[config.mk]
export PLATFORM = sky130hd
export DESIGN_NAME = pe_traffic_node
export DESIGN_NICKNAME = d
export VERILOG_FILES = /design/src/rtl/pe_traffic_node.sv
export SDC_FILE = /design/constraint.sdc
export NUM_CORES = 1
export LEC_CHECK = 0
export BUFFER_PORTS_ARGS = -buffer_cell sky130_fd_sc_hd__buf_2
export CORE_UTILIZATION = 50
export CTS_CLUSTER_SIZE = 25
export DETAILED_ROUTE_END_ITERATION = 12
export PLACE_DENSITY = 0.74
export SLEW_MARGIN = 20
export SYNTH_ARGS = -nofsm -noshare
export SYNTH_HDL_FRONTEND = slang
export SYNTH_SLANG_ARGS = --single-unit
[constraint.sdc]
create_clock -name clk -period 14.5 [get_ports clk]
set_clock_uncertainty 0.1 [all_clocks]
set_input_delay 0 -clock clk [delete_from_list [all_inputs] [get_ports clk]]
set_output_delay 0 -clock clk [all_outputs]
set_load 0.01 [all_outputs]
[src/rtl/pe_traffic_node.sv]
// Per-node mesh traffic generator: injects PKT_COUNT packets to every other node
// in raster order on the PE port and counts/checks packets ejected to this node.
module pe_traffic_node #(
    parameter int          DATA_WIDTH      = 64,
    parameter logic [15:0] CURRENT_ADDRESS = 16'h0000,
    parameter int          MESH_X          = 2,
    parameter int          MESH_Y          = 2,
    parameter int          PKT_COUNT       = 1,
    parameter int          GAP             = 0,
    parameter int          SINK_STALL      = 0
) (
    input  logic                  clk,
    input  logic                  reset,
    input  logic                  polarity,
    input  logic                  start,
    output logic                  pesi,
    output logic [DATA_WIDTH-1:0] pedi,
    input  logic                  peri,
    input  logic                  peso,
    input  logic [DATA_WIDTH-1:0] pedo,
    output logic                  pero,
    output logic                  done,
    output logic [15:0]           sent_count,
    output logic [15:0]           recv_count,
    output logic [15:0]           err_count
);

    localparam int          PW       = DATA_WIDTH - 32;
    localparam logic [7:0]  OWN_X    = CURRENT_ADDRESS[15:8];
    localparam logic [7:0]  OWN_Y    = CURRENT_ADDRESS[7:0];
    localparam logic [7:0]  X_LAST   = 8'(MESH_X - 1);
    localparam logic [7:0]  Y_LAST   = 8'(MESH_Y - 1);
    localparam logic [8:0]  X_LIM    = 9'(MESH_X);
    localparam logic [8:0]  Y_LIM    = 9'(MESH_Y);
    localparam logic [7:0]  PKT_LAST = 8'(PKT_COUNT - 1);
    localparam logic [7:0]  GAP_INIT = 8'(GAP - 1);
    localparam bit          HAS_DEST = (MESH_X * MESH_Y > 1) && (PKT_COUNT > 0);

    typedef enum logic [1:0] {S_IDLE, S_SEND, S_GAP, S_DONE} state_t;

    state_t      state;
    logic [7:0]  dst_x, dst_y;
    logic [7:0]  pkt_idx;
    logic [7:0]  gap_cnt;
    logic [15:0] seq;

    // Next raster destination after (x,y), skipping our own address.
    // Bit 16 flags that the walk ran off the end of the mesh.
    function automatic logic [16:0] next_dst(input logic [7:0] x, input logic [7:0] y);
        logic [7:0] nx, ny;
        logic       fin;
        nx  = x;
        ny  = y;
        fin = 1'b0;
        for (int k = 0; k < 2; k++) begin
            if (!fin && (k == 0 || {nx, ny} == CURRENT_ADDRESS)) begin
                if (nx == X_LAST) begin
                    nx = 8'h00;
                    if (ny == Y_LAST) fin = 1'b1;
                    else              ny = ny + 8'd1;
                end else begin
                    nx = nx + 8'd1;
                end
            end
        end
        return {fin, nx, ny};
    endfunction

    function automatic logic [DATA_WIDTH-1:0] build_flit(input logic [7:0]  x,
                                                         input logic [7:0]  y,
                                                         input logic [15:0] sq,
                                                         input logic        vc);
        logic [7:0]    adx, ady;
        logic [PW-1:0] pl;
        adx = (x > OWN_X) ? x - OWN_X : OWN_X - x;
        ady = (y > OWN_Y) ? y - OWN_Y : OWN_Y - y;
        pl  = '0;
        pl[31:0] = {x, y, sq};
        return {vc, x > OWN_X, y > OWN_Y, 5'b0, adx[3:0], ady[3:0], CURRENT_ADDRESS, pl};
    endfunction

    function automatic logic [15:0] sat_inc(input logic [15:0] v);
        return (v == 16'hFFFF) ? v : v + 16'd1;
    endfunction

    logic [16:0] first_d, nd;
    logic        pkt_wrap, last_pkt, start_ok;
    logic [7:0]  nxt_x, nxt_y;
    logic [15:0] seq_inc;

    assign first_d  = (CURRENT_ADDRESS == 16'h0000) ? next_dst(8'h00, 8'h00) : 17'h0;
    assign nd       = next_dst(dst_x, dst_y);
    assign pkt_wrap = (pkt_idx == PKT_LAST);
    assign last_pkt = pkt_wrap && nd[16];
    assign nxt_x    = pkt_wrap ? nd[15:8] : dst_x;
    assign nxt_y    = pkt_wrap ? nd[7:0]  : dst_y;
    assign seq_inc  = seq + 16'd1;
    assign start_ok = start && (state == S_IDLE || state == S_DONE);

    always_ff @(posedge clk or negedge reset) begin
        if (!reset) begin
            state      <= S_IDLE;
            pesi       <= 1'b0;
            pedi       <= '0;
            done       <= 1'b0;
            sent_count <= 16'h0;
            seq        <= 16'h0;
            dst_x      <= 8'h0;
            dst_y      <= 8'h0;
            pkt_idx    <= 8'h0;
            gap_cnt    <= 8'h0;
        end else begin
            case (state)
                S_IDLE, S_DONE: begin
                    if (start) begin
                        sent_count <= 16'h0;
                        seq        <= 16'h0;
                        pkt_idx    <= 8'h0;
                        if (HAS_DEST) begin
                            dst_x <= first_d[15:8];
                            dst_y <= first_d[7:0];
                            pedi  <= build_flit(first_d[15:8], first_d[7:0], 16'h0, polarity);
                            pesi  <= 1'b1;
                            done  <= 1'b0;
                            state <= S_SEND;
                        end else begin
                            done  <= 1'b1;
                            state <= S_DONE;
                        end
                    end
                end
                S_SEND: begin
                    if (peri) begin
                        sent_count <= sat_inc(sent_count);
                        seq        <= seq_inc;
                        pkt_idx    <= pkt_wrap ? 8'h0 : pkt_idx + 8'd1;
                        dst_x      <= nxt_x;
                        dst_y      <= nxt_y;
                        if (last_pkt) begin
                            pesi  <= 1'b0;
                            done  <= 1'b1;
                            state <= S_DONE;
                        end else if (GAP == 0) begin
                            pedi <= build_flit(nxt_x, nxt_y, seq_inc, polarity);
                        end else begin
                            pesi    <= 1'b0;
                            gap_cnt <= GAP_INIT;
                            state   <= S_GAP;
                        end
                    end
                end
                S_GAP: begin
                    // Destination and seq were already advanced at the handshake.
                    if (gap_cnt == 8'h0) begin
                        pesi  <= 1'b1;
                        pedi  <= build_flit(dst_x, dst_y, seq, polarity);
                        state <= S_SEND;
                    end else begin
                        gap_cnt <= gap_cnt - 8'd1;
                    end
                end
                default: state <= S_IDLE;
            endcase
        end
    end

    logic        rx, rx_bad;
    logic [15:0] rx_src, rx_dst;
    logic        rx_unused;

    assign rx        = peso & pero;
    assign rx_src    = pedo[DATA_WIDTH-17 -: 16];
    assign rx_dst    = pedo[31:16];
    assign rx_bad    = (rx_dst != CURRENT_ADDRESS)
                     || ({1'b0, rx_src[15:8]} >= X_LIM)
                     || ({1'b0, rx_src[7:0]} >= Y_LIM)
                     || (rx_src == CURRENT_ADDRESS);
    assign rx_unused = ^{pedo, first_d[16]};

    // A receive on the start cycle lands after the clear.
    always_ff @(posedge clk or negedge reset) begin
        if (!reset) begin
            recv_count <= 16'h0;
            err_count  <= 16'h0;
        end else if (start_ok) begin
            recv_count <= {15'h0, rx};
            err_count  <= {15'h0, rx & rx_bad};
        end else if (rx) begin
            recv_count <= sat_inc(recv_count);
            if (rx_bad) err_count <= sat_inc(err_count);
        end
    end

    always_ff @(posedge clk or negedge reset) begin
        if (!reset) pero <= 1'b0;
        else        pero <= (SINK_STALL != 0) ? ~pero : 1'b1;
    end

endmodule

==> Word level (Yosys, flattened, before mapping) <==
Index checks and enable logic that the tools add are counted.
{ "totals": {"reg_bits": 165, "latchBits": 0, "ram_bits": 0, "rom_bits": 0, "in_bits": 70, "out_inout_bits": 115, "word_cells": 140, "memories": 0} }
{ "classes": {"n_addsub": 14, "multipliers": 0, "n_div": 0, "magnitude_cmp": 6, "eq_ne": 18, "shifts": 0, "muxes": 60, "n_bitwise": 3, "reduce_logical": 26} }
{ "ops": {"columns": ["operator", "n"], "rows": [
  ["2-to-1 mux 64 bit", 4],
  ["one-hot mux 64 bit (3 select lines)", 1],
  ["2-to-1 mux 16 bit", 11],
  ["2-to-1 mux 8 bit", 16],
  ["adder 16 x 1 -> 16 bit, second input constant", 4],
  ["one-hot mux 16 bit (2 select lines)", 2],
  ["== test 16 bit, second input constant", 3],
  ["one-hot mux 8 bit (2 select lines)", 3],
  ["adder 8 x 1 -> 8 bit, second input constant", 5],
  ["== test 8 x 1 -> 1 bit, second input constant", 4],
  ["> comparator 8 x 1 -> 1 bit, second input constant", 4],
  ["logical NOT 16 bit", 2],
  [">= comparator 8 x 2 -> 1 bit, second input constant", 2],
  ["logical NOT 8 bit", 2],
  ["2-to-1 mux 4 bit", 4],
  ["inequality test 2 bit, second input constant", 8],
  ["AND reduction 4 bit", 4],
  ["nonzero test 16 bit", 1],
  ["subtractor 1 x 4 -> 4 bit, first input constant", 4],
  ["2-to-1 mux 1 bit", 12],
  ["2-to-1 mux 2 bit", 4],
  ["subtractor 8 x 1 -> 8 bit, second input constant", 1],
  ["one-hot mux 2 bit (3 select lines)", 1],
  ["AND reduction 3 bit", 2],
  ["13 further kinds", 23]
]} }

==> Depth between registers and ports, before layout <==
{ "depth": {"depth_word": 13, "depth_mapped": 21} }

==> Worst setup path after synthesis <==
Ideal clock, no wire load.
{ "synth_timing": {"path_type": "reg-to-reg", "from": "register dst_x[1]", "to": "register pedi[61]", "setup_time_ns": 0.126, "arrival_ns": 4.719, "required_time_ns": 14.274, "path_slack_ns": 9.555, "path_stages_with_launch": 21, "n_path_buf": 0, "path_cell_list": "dfrtp_1 inv_1 ha_1 or4b_4 nor2_4 nand2_1 mux2_2 inv_1 ha_1 o2111ai_1 a211oi_1 nand3b_2 xnor2_1 nor2_1 xnor2_1 ha_1 inv_1 or3_1 or3_1 or2_1 a221o_1"} }
{ "synth_between": {"elab_chain_len": 11} }
{ "synth_rtl": {"columns": ["item", "line_no", "text"], "rows": [
  ["start: declaration", "42", "logic [7:0] dst_x, dst_y;"],
  ["start signal: assignment", "120", "dst_x <= first_d[15:8];"],
  ["start signal: assignment", "137", "dst_x <= nxt_x;"],
  ["== test 8 x 1 -> 1 bit", "57", "if (nx == X_LAST) begin"],
  ["2-to-1 mux 8 bit", "57", null],
  ["adder 8 x 1 -> 8 bit / == test 8 x 1 -> 1 bit (equally long branches)", "60, 59", null],
  ["2-to-1 mux 8 bit", "59", "if (ny == Y_LAST) fin = 1'b1;"],
  ["2-to-1 mux 8 bit", "57", null],
  ["2-to-1 mux 8 bit", "56", "if (!fin && (k == 0 || {nx, ny} == CURRENT_ADDRESS)) begin"],
  ["2-to-1 mux 8 bit", "96", "assign nxt_y = pkt_wrap ? nd[7:0] : dst_y;"],
  ["> comparator 8 x 1 -> 1 bit", "79", "return {vc, x > OWN_X, y > OWN_Y, 5'b0, adx[3:0], ady[3:0], CURRENT_ADDRESS, pl};"],
  ["2-to-1 mux 64 bit", "139", "if (last_pkt) begin"],
  ["2-to-1 mux 64 bit", "133", "if (peri) begin"],
  ["one-hot mux 64 bit (3 select lines)", "113", "case (state)"],
  ["end signal: assignment", "122", "pedi <= build_flit(first_d[15:8], first_d[7:0], 16'h0, polarity);"],
  ["end signal: assignment", "144", "pedi <= build_flit(nxt_x, nxt_y, seq_inc, polarity);"],
  ["end signal: assignment", "156", "pedi <= build_flit(dst_x, dst_y, seq, polarity);"],
  ["end: declaration", "17", "output logic [DATA_WIDTH-1:0] pedi,"]
]} }
Parallel ways exist; a longest one is shown, timed or not. The select of a mux whose other input is x is not followed.
A chain may end at the register's enable or synchronous reset.

==> Worst setup path after layout <==
{ "layout_timing": {"from": "register dst_x[1]", "to": "register pedi[49]"} }
{ "layout_between": {"elab_chain_len": 12} }
{ "layout_rtl": {"columns": ["item", "line_no", "text"], "rows": [
  ["== test 8 x 1 -> 1 bit", "57", null],
  ["2-to-1 mux 8 bit", "57", null],
  ["adder 8 x 1 -> 8 bit / == test 8 x 1 -> 1 bit (equally long branches)", "60, 59", null],
  ["2-to-1 mux 8 bit", "59", null],
  ["2-to-1 mux 8 bit", "57", null],
  ["2-to-1 mux 8 bit", "56", null],
  ["2-to-1 mux 8 bit", "96", null],
  ["> comparator 8 x 1 -> 1 bit / subtractor 1 x 4 -> 4 bit (equally long branches)", "76", "ady = (y > OWN_Y) ? y - OWN_Y : OWN_Y - y;"],
  ["2-to-1 mux 4 bit", "76", null],
  ["2-to-1 mux 64 bit", "139", null],
  ["2-to-1 mux 64 bit", "133", null],
  ["one-hot mux 64 bit (3 select lines)", "113", null]
]} }
Parallel ways exist; a longest one is shown, timed or not. The select of a mux whose other input is x is not followed.

==> flow_metrics.tcl <==
set metrics [dict create \
    post-route-period-util 0.389 \
    status "finished, final reports clean" \
    clock_sinks 141 \
    synthTopCellsByCount "141 x dfrtp_1, 118 x nand2_1, 90 x nor2_1" \
    crit_type "register to register" \
    via_count 7652 \
    max_freq_mhz 177 \
    worst_path_max_delay_cell "or4b_4" \
    wl_per_cell_um 16.3 \
    top_usage_layer "met2" \
    die_h_um 134 \
    synth.area.top_cells "dfrtp_1 41%, nand2_1 5.1%, nor2_1 3.9%" \
    min_period_ns 5.64 \
    dieArea_um2 17900 \
    rsz0062_at_grt "false" \
    p_comb_frac 0.398 \
    synth_seq_cells 141 \
    synth_edf_count 0 \
    synth_top_area_share 0.407 \
    yosys.cell_count.top_type "dfrtp_1" \
    power_density_nw_per_um2 173 \
    cts_root_buf "clkbuf_16" \
    rows 47 \
    numPortBuffers 131 \
    crit_path_max_incr_delay_ns 0.52 \
    syn_area_um2 8670 \
    p_sw_frac 0.403 \
    numCtsBuffers 17 \
    arrival_ns 5.91 \
    cts_tree "yes" \
    path_clk_slew_ns 0.06 \
    use_met2 0.383 \
    place_congestion 0.924 \
    drtIter0Drc 502 \
    coreArea_um2 16800 \
    slew_headroom 0.312 \
    leakage_nw 4.64 \
    syn2layout_area_growth_pct 15.2 \
    synth_ff_type "dfrtp_1" \
    track_usage 0.246 \
    maxCapViolations 0 \
    n_antenna_cell 0 \
    layout-drive-gt1-share 0.178 \
    drcViolationCount 0 \
    seqPwrFrac 0.331 \
    final-max-slew-violation-count 0 \
    worst-slew-pin-transition_ns 1.03 \
    ctsHoldBuffers 6 \
    grt_pass1_wl_um 35000 \
    netlist_instances 980 \
    grt_use_met1 0.333 \
    routed_wl_um 21400 \
    worst_setup_path_end_kind "register" \
    p_sw_mw 0.698 \
    fin_hold_ws_ns 0.0634 \
    htreeDepth 4 \
    setup_viol 0 \
    synth-async-reset-ratio 1.00 \
    critical_path_required_ns 14.77 \
    start_kind "register" \
    hpwl_um 14700 \
    final_hold_viol_count 0 \
    synth_top_area_cell "dfrtp_1" \
    antenna_found_initial 0 \
    cts_resized 0 \
    drt-pass1-iter-count 5 \
    grt_use_met3 0.0514 \
    overflow 0 \
    power_frac_clock 0.271 \
    worstPathMaxFanout 10 \
    syn_avg_cell_area_um2 8.85 \
    ys_warn_count 0 \
    cts.path.max_buffers 2 \
    start_util 0.517 \
    ys_types 78 \
    crit_chain "inv_1, ha_1, or4b_4, nor2_4, nand2_1, mux2_2, inv_1, ha_1, o2111ai_1, a211oi_1, nand3b_2, xnor2_1, nor2_1, xnor2_1, ha_1, inv_1, or3_1, or3_1, or4_1, nand3_1" \
    nNetsFinal 1174 \
    vias_per_cell 5.83 \
    power.internal_mw 1.03 \
    irDropWorstVdd_mv 0.0952 \
    final_antenna_net_count 0 \
    setup_tns_ns 0 \
    die_w_um 134 \
    fill_cells 1476 \
    grt_max_degree 91 \
    post_cts_buffers 0 \
    ios 185 \
    grt_pass1_vias 7013 \
    hold_path.class "input pin to register" \
    clkLatencyLatePin_ns 0.43 \
    yosysSeqAreaShare 0.407 \
]
## placed cells by master, fill, tap and decap left out, types with 10 or more instances in the layout
cell,instances
a21oi_1,33
nor3_1,21
nor2_1,90
o31ai_1,25
nand2_1,118
buf_4,10
a22oi_1,24
and3_1,17
dfrtp_1,141
nor4_1,18
inv_1,29
o211ai_1,10
conb_1,22
ha_1,24
nand3_1,34
buf_2,130
xnor2_1,37
or3_1,12
xor2_1,35
nand4_1,24
clkbuf_16,17
o21ai_0,53
mux2i_1,14
## power groups by stage
stage,logic [mW],registers (mW),clock network [mW]
4_1_cts,0.688,0.570,0.473
6_report,0.689,0.574,0.468
5_1_grt,0.764,0.587,0.492
3_5_place_dp,0.681,0.577,0
3_3_place_gp,0.667,0.574,0
2_1_floorplan,0.508,0.567,0
## cell families after synthesis
logic type / after synthesis / share of synthesized area
flops: 141 / 0.407
simple gates: 387 / 0.222
other cells: 2 / 0.000866
fa+ha+maj: 24 / 0.0346
compound gates: 220 / 0.174
xor+xnor: 72 / 0.0727
buf+inv: 115 / 0.0662
mux: 19 / 0.0227
## metrics by stage
step	setup WS [ns]	util	instance area [um2]	instances	power, mW
floorplan	9.55	-	8750	1000	1.07
global placement	8.95	0.554	9290	1275	1.24
global route	8.45	0.596	9980	1313	1.84
CTS	8.88	0.596	9980	1313	1.73
finish	8.86	0.596	9980	1313	1.73
detailed placement	8.91	0.554	9290	1275	1.26
## sequential cells by signal, summed over array words and instances, names as in the netlist, 8 cells and up
signal and count:
dst_x 8, dst_y 8, err_count 16, gap_cnt 8
pedi 40, pkt_idx 8, recv_count 16, sent_count 16
seq 16
## critical path: cells and delay by family, from the launching register on
| kind | cells | cell delay (ns) |
|---|---|---|
| xor+xnor | 2 | 0.57 |
| mux | 1 | 0.35 |
| compound gates | 2 | 0.56 |
| buf+inv | 3 | 0.37 |
| fa+ha+maj | 3 | 0.55 |
| flops | 1 | 0.49 |
| simple gates | 9 | 2.60 |
## cell type report
| cell class | instances | area [um2] | share of cell area |
|---|---|---|---|
| Timing Repair Buffer | 147 | 797 | 0.0798 |
| Sequential cell | 141 | 3530 | 0.353 |
| Clock buffer | 19 | 443 | 0.0444 |
| Tap cell | 220 | 275 | 0.0276 |
| Inverter | 29 | 109 | 0.0109 |
| Clock inverter | 13 | 189 | 0.0189 |
| Multi-Input combinational cell | 744 | 4640 | 0.465 |
## layer usage
metal  up-vias  part of all wire
met2       262              0.46
met4         0             0.026
met5         -                 0
met1      3671              0.46
met3        48             0.060
li1       3671                 -
## worst paths after layout
| check | start | endpoint | slack, ns | depth (start not counted) |
|---|---|---|---|---|
| setup / recovery | dst_x[1] | pedi[49] | 8.86 | 20 |
| hold / removal | pedo[30] | err_count[0] | 0.06 | 5 |
| setup reg to reg | dst_x[1] | pedi[49] | 8.86 | 20 |
| hold reg to reg | pedi[9] | pedi[9] | 0.37 | 2 |
| max in group asynchronous | reset | err_count[15] | 12.99 | 3 |
| min in group asynchronous | reset | dst_y[7] | 0.11 | 2 |
Power figures use the tool's default switching activity.
